<file path="src/rtl/frodo_sampler.sv">
`timescale 1ns/1ps
// frodo_sampler: FrodoKEM error-sample generator.
// Maps each 16-bit random word through the selected CDF inversion table to a
// 5-bit sign-magnitude sample, packs S samples into one column word, and hands
// the column to the matrix multiplier through a collect/output double buffer.
module frodo_sampler #(
   parameter int S    = 8,
   parameter int PSET = 0
) (
   input  logic             clk,
   input  logic             rst,
   input  logic             clear,
   input  logic [15:0]      rnd,
   input  logic             rndValid,
   output logic             rndReady,
   output logic [5*S-1:0]   sCol,
   output logic             sColValid,
   input  logic             sColReady
);

   localparam int CW   = $clog2(S + 1);
   localparam int L    = (PSET == 2) ? 7 : ((PSET == 1) ? 11 : 13);
   localparam int NCMP = L - 1;

   // CDF threshold j of the selected parameter set. PSET values other than
   // 1 and 2 fall back to the FrodoKEM-640 table.
   function automatic logic [14:0] cdf_entry(input int j);
      logic [14:0] v;
      v = 15'd32767;
      if (PSET == 2) begin
         case (j)
            0:       v = 15'd9142;
            1:       v = 15'd23462;
            2:       v = 15'd30338;
            3:       v = 15'd32361;
            4:       v = 15'd32725;
            5:       v = 15'd32765;
            default: v = 15'd32767;
         endcase
      end else if (PSET == 1) begin
         case (j)
            0:       v = 15'd5638;
            1:       v = 15'd15915;
            2:       v = 15'd23689;
            3:       v = 15'd28571;
            4:       v = 15'd31116;
            5:       v = 15'd32217;
            6:       v = 15'd32613;
            7:       v = 15'd32731;
            8:       v = 15'd32760;
            9:       v = 15'd32766;
            default: v = 15'd32767;
         endcase
      end else begin
         case (j)
            0:       v = 15'd4643;
            1:       v = 15'd13363;
            2:       v = 15'd20579;
            3:       v = 15'd25843;
            4:       v = 15'd29227;
            5:       v = 15'd31145;
            6:       v = 15'd32103;
            7:       v = 15'd32525;
            8:       v = 15'd32689;
            9:       v = 15'd32745;
            10:      v = 15'd32762;
            11:      v = 15'd32766;
            default: v = 15'd32767;
         endcase
      end
      return v;
   endfunction

   logic [14:0]     t;
   logic [NCMP-1:0] above;
   logic [3:0]      mag;
   logic [4:0]      sample;
   logic [CW-1:0]   cnt;
   logic [5*S-1:0]  collect;
   logic            accept;
   logic            group_full;
   logic            transfer;
   logic            pop;

   assign t = rnd[15:1];

   // Every threshold is compared on every word so the mapping time never
   // depends on the random value.
   for (genvar j = 0; j < NCMP; j++) begin : g_cmp
      localparam logic [14:0] THR = cdf_entry(j);
      assign above[j] = (THR < t);
   end

   // Magnitude is the number of thresholds strictly below t.
   always_comb begin
      mag = 4'd0;
      for (int j = 0; j < NCMP; j++) begin
         mag = mag + {3'd0, above[j]};
      end
   end

   assign sample     = {mag, rnd[0]};
   assign group_full = (cnt == CW'(S));
   assign rndReady   = !group_full;
   assign accept     = rndValid && rndReady;
   assign pop        = sColValid && sColReady;
   assign transfer   = group_full && (!sColValid || sColReady);

   // Fill counter: advances per accepted word, rewinds when the group moves out.
   always_ff @(posedge clk or negedge rst) begin
      if (!rst) begin
         cnt <= '0;
      end else if (clear) begin
         cnt <= '0;
      end else if (transfer) begin
         cnt <= '0;
      end else if (accept) begin
         cnt <= cnt + CW'(1);
      end
   end

   // Collect register: the accepted sample lands in the slot selected by cnt,
   // so the first word of a group occupies the lowest bits.
   always_ff @(posedge clk or negedge rst) begin
      if (!rst) begin
         collect <= '0;
      end else if (accept && !clear) begin
         for (int i = 0; i < S; i++) begin
            if (cnt == CW'(i)) begin
               collect[5*i +: 5] <= sample;
            end
         end
      end
   end

   // Output register: takes a full group when empty or being popped, so valid
   // stays high across a pop-and-refill edge.
   always_ff @(posedge clk or negedge rst) begin
      if (!rst) begin
         sCol      <= '0;
         sColValid <= 1'b0;
      end else if (clear) begin
         sColValid <= 1'b0;
      end else if (transfer) begin
         sCol      <= collect;
         sColValid <= 1'b1;
      end else if (pop) begin
         sColValid <= 1'b0;
      end
   end

endmodule

</file>
<file path="config.mk">
export PLATFORM = sky130hd
export DESIGN_NAME = frodo_sampler
export DESIGN_NICKNAME = d
export VERILOG_FILES = /design/src/rtl/frodo_sampler.sv
export SDC_FILE = /design/constraint.sdc
export NUM_CORES = 1
export LEC_CHECK = 0
export ABC_AREA = 0
export CELL_PAD_IN_SITES_DETAIL_PLACEMENT = 0
export CELL_PAD_IN_SITES_GLOBAL_PLACEMENT = 1
export CORE_MARGIN = 2
export CORE_UTILIZATION = 44
export DETAILED_ROUTE_END_ITERATION = 8
export GPL_ROUTABILITY_DRIVEN = 0
export PLACE_DENSITY = 0.86
export SYNTH_ARGS = -nofsm -noshare
export SYNTH_HDL_FRONTEND = slang
export SYNTH_SLANG_ARGS = --single-unit
</file>
<file path="constraint.sdc">
create_clock -name clk -period 1.8 [get_ports clk]
set_input_delay 0.36 -clock clk [delete_from_list [all_inputs] [get_ports clk]]
set_output_delay 0.36 -clock clk [all_outputs]
set_load 0.005 [all_outputs]
</file>
After elaboration in Yosys (flattened, before gate mapping)
Cells that the tools add are included.

storage, ports and cells
  bits in registers = 85
  latch bits = 0
  bits in writable memories = 0
  ROM bits = 0
  input port bits = 21
  memories kept = 0

operators by class
  $add $sub $neg = 12
  $mul = 0
  divide/modulo/power cells = 0
  order comparisons = 12
  equality and inequality tests = 8
  shift operators = 0
  muxes and demuxes = 6
  bitwise operators = 1
  reduce and logical (&&, ||, !) cells = 20

operators with widths
  operator              number
  $lt 15x15->1 const A  10
  $add 4x1->4           8
  $reduce_and 2->1      9
  $eq 4x3->1 const B    4
  $lt 13x15->1 const A  1
  $lt 14x15->1 const A  1
  $mux 4                3
  $eq 4x2->1 const B    2
  $reduce_bool 3->1     2
  $add 3x1->4           1
  $add 4x1->4 const B   1
  $eq 4x1->1 const B    1
  $eq 4x4->1 const B    1
  $logic_and 1x1->1     4
  $logic_not 4->1       1
  $add 2x1->3           1
  $logic_not 1->1       3
  $mux 1                3
  $add 1x1->2           1
  $logic_or 1x1->1      1
  $not 1->1             1

Longest topological paths before layout
  depth after elaboration = 12
  mapped depth = 13

Worst setup path after synthesis
OpenSTA, ideal clock, no wires.

  kind = input to register
  start = input rnd[10]
  end = register collect[23]
  arrival time = 4.403 ns
  data required time = 1.675 ns
  slack = -2.727 ns
  stages = 13
  buffers on the path = 1
  cell sequence = clkbuf_1 nor3b_1 nand4_1 a311oi_1 fa_1 fa_1 fa_1 inv_1 fa_1 ha_1 fa_1 xor2_1 mux2_2

on the way
  longest elaborated chain between the ends = 12

ends and longest elaborated chain
  element                                       RTL line  source
  start: declaration                            13        input logic [15:0] rnd,
  $lt 13x15->1 or $lt 14x15->1 (tied branches)  91        assign above[j] = (THR < t);
  $add 1x1->2                                   98        mag = mag + {3'd0, above[j]};
  $add 2x1->3                                   98
  $add 3x1->4                                   98
  $add 4x1->4 (7 in series)                     98
  $add 4x1->4 (*)                               98
  end signal: indexed assignment                130       collect[5*i +: 5] <= sample;
  end: declaration                              79        logic [5*S-1:0] collect;

Every way passes the cells marked *; elsewhere a longest branch is shown, timed or not.
A chain may end at the register's enable or synchronous reset.

Worst setup path after layout
  start = input rnd[8]
  end = register collect[3]

The elaborated chain is that of the path after synthesis.

==> reports/metrics.yaml <==
timing:
  worst_slack_ps: -2137
  finClkSkew_ps: 10.79
  rsz0062_at_grt: "true"
  finalSetupViolations: 32
  post-route-min-period_ps: 3937
  setup_tns_ps: -63300
  fmax_mhz: 254.0
  final_max_slew_viol_count: 0
  tightest_slew_ps: 437.8
  hold_ws_ps: 11.31
  hold_viol_final: 0
  period_share_pct: 218.7
  maxSlewHeadroom_pct: 70.51
route:
  drc_errors: 0
  dr.pass1.iters: 6
  drt_iter0_drc: 89
  wl_per_cell_um: 16.83
  wl_um: 8566
  num_vias: 2711
  viasPerCell: 5.326
  ant_nets: 0
global_route:
  grt_usage_pct: 18.37
  grt_max_degree: 86
  grt_pass1_vias: 2796
  grt_overflow: 0
  antenna_found_initial: 0
  grt_pass1_wl_um: 14270
logic_synthesis:
  yosysTopAreaCell: "dfrtp_1"
  ys.flop_type: "dfrtp_1"
  netlist.area_leader.share_pct: 52.83
  ys_seq_elements: 85
  async_reset_ff_share_pct: 100.0
  synth_nets: 324
  yosysSeqAreaShare_pct: 52.83
  postSynthCellCount: 288
  ys.warnings.count: 0
  synth.area.top_cells: "dfrtp_1, mux2_2, fa_1"
  synth_edf_count: 0
  syn-cell-area_mm2: 0.004026
  avgSynthCellArea_um2: 13.98
  synth_cell_type_count: 46
floorplanning:
  boundaryPins: 63
  rows: 34
  start_util_pct: 45.72
  die_h_um: 99.66
  die_x_um: 99.66
  core_mm2: 0.008806
  die_area_mm2: 0.009932
worst_setup_path:
  required_ps: 2040
  end_kind: "register"
  criticalPathCategory: "primary input to register"
  r2r_cells: 5
  r2r_slack_ps: 150
  crit_fanout: 8
  cp.arrival_ps: 4170
  r2r-start: "cnt[1]$_DFFE_PN0P_"
  worst_setup_path_start_kind: "primary input"
  r2r_end: "collect[33]$_DFFE_PN0P_"
finish:
  nets: 432
  num_antenna_cells: 0
  nFillCells: 669
  final_cell_mix: "dfrtp_1, mux2_2, clkdlybuf4s50_1"
  syn2layout_area_growth_pct: 36.54
  drive_gt1_share_pct: 48.63
  seqCellArea_mm2: 0.002128
  multi_input_area_mm2: 0.002031
  final_common_cell: "dfrtp_1"
job:
  cap_violations: 0
clock_tree:
  cts-root-buf: "clkbuf_8"
  path_clk_slew_ps: 90
  cts_buffer_depth: 2
  htreeDepth: 3
  tritoncts: "done"
  clk_latency_ps: 360
  clock-sinks: 85
  cts_buffers: 9
pwr:
  power_leakage_nw: 2.636
  vdd_drop_max_uv: 548.3
  power_w: 0.004193
  power.density_mw_per_mm2: 762.6
status:
  outcome: "complete, but fails checks"
  violations: "negative setup slack"
worst_hold_path:
  min_path_type: "primary input to async pin"
placement:
  place_hpwl_um: 5829
  port_buffers: 62
==> cell families (layout without fill, tap and decap cells) <==
group | count (synthesis) | count (layout) | synth area share, %
xor gates and xnor gates | 2 | 2 | 0.4351
muxes | 82 | 82 | 22.90
buffers and inverters | 20 | 133 | 2.797
AOI/OAI and AO/OA | 30 | 30 | 5.252
adders and majority gates | 15 | 15 | 5.966
DFF | 85 | 85 | 52.83
and+or+nand+nor | 54 | 54 | 9.820
==> worst max path at each step <==
stage	startpoint	end	slack [ps]
after global placement	rnd[12]	collect[23]$_DFFE_PN0P_	-3010
after CTS	rnd[12]	collect[3]$_DFFE_PN0P_	-2300
after detailed placement	rnd[12]	collect[33]$_DFFE_PN0P_	-3020
after floorplan	rnd[7]	collect[23]$_DFFE_PN0P_	-2300
final	rnd[8]	collect[3]$_DFFE_PN0P_	-2140
after global routing	rnd[12]	collect[3]$_DFFE_PN0P_	-2250
==> registers in the layout, indices dropped and copies added (netlist names) <==
name       cells
collect       40
sCol          40
cnt            4
sColValid      1
==> routing by layer <==
metal  GRT usage (%)  routed length (µm)  vias up
met5               0                   0        -
met1           26.44                4101     1398
met4           4.953                 102        0
met3           3.725                 262        7
li1                -                   -     1255
met2           28.64                4099       51
==> final cells by class <==
cell class	count	area share [%]
clock inverters	7	1.661
well taps	108	2.458
multi-input cells	183	36.94
repair buffers	109	17.43
clock buffers	9	2.253
inverters	8	0.5462
flip-flops and latches	85	38.71
==> power by group <==
| part | switching [W] | leakage (nW) | internal (W) | total (W) |
|---|---|---|---|---|
| clock network | 0.000759 | 0.105 | 0.000675 | 0.00143 |
| registers | 0.0000891 | 1.16 | 0.00204 | 0.00213 |
| logic | 0.000289 | 1.37 | 0.000338 | 0.000627 |
| total | 0.00114 | 2.64 | 0.00306 | 0.00419 |
==> Yosys cell counts (all sizes together), types with 6 or more instances <==
library cell  count
nand2            11
buf               6
ha                8
clkbuf            6
dfrtp            85
fa                7
mux2             81
o21ai             6
inv               8
nor2              9
==> timing repair <==
action | in CTS | in global routing
resized for setup | 70 | 25
setup buffers | 4 | 2
setup endpoints to repair | 33 | 33
pin swaps | 21 | 18
endpoints found under the hold margin | 0 | 0
hold buffers | 0 | 0
==> critical path, cell delays in order <==
cell      delay, ps
buf_4           150
nor4b_4         230
nand4_1         130
a311oi_2        300
fa_1            480
fa_1            510
fa_1            420
inv_2            70
fa_2            440
ha_4            180
fa_2            420
xor2_4          200
mux2_4          280
==> stage by stage <==
stage / instance area (µm²) / setup WS (ps) / instances / utilization [%]
floorplan: 4180 / -2295 / 288 / -
global placement: 5151 / -3011 / 487 / 58.50
finish: 5498 / -2137 / 509 / 62.43
global route: 5498 / -2254 / 509 / 62.43
detailed placement: 5151 / -3022 / 487 / 58.50
CTS: 5482 / -2304 / 507 / 62.25
Note: power is estimated with default switching activity, not from simulation.
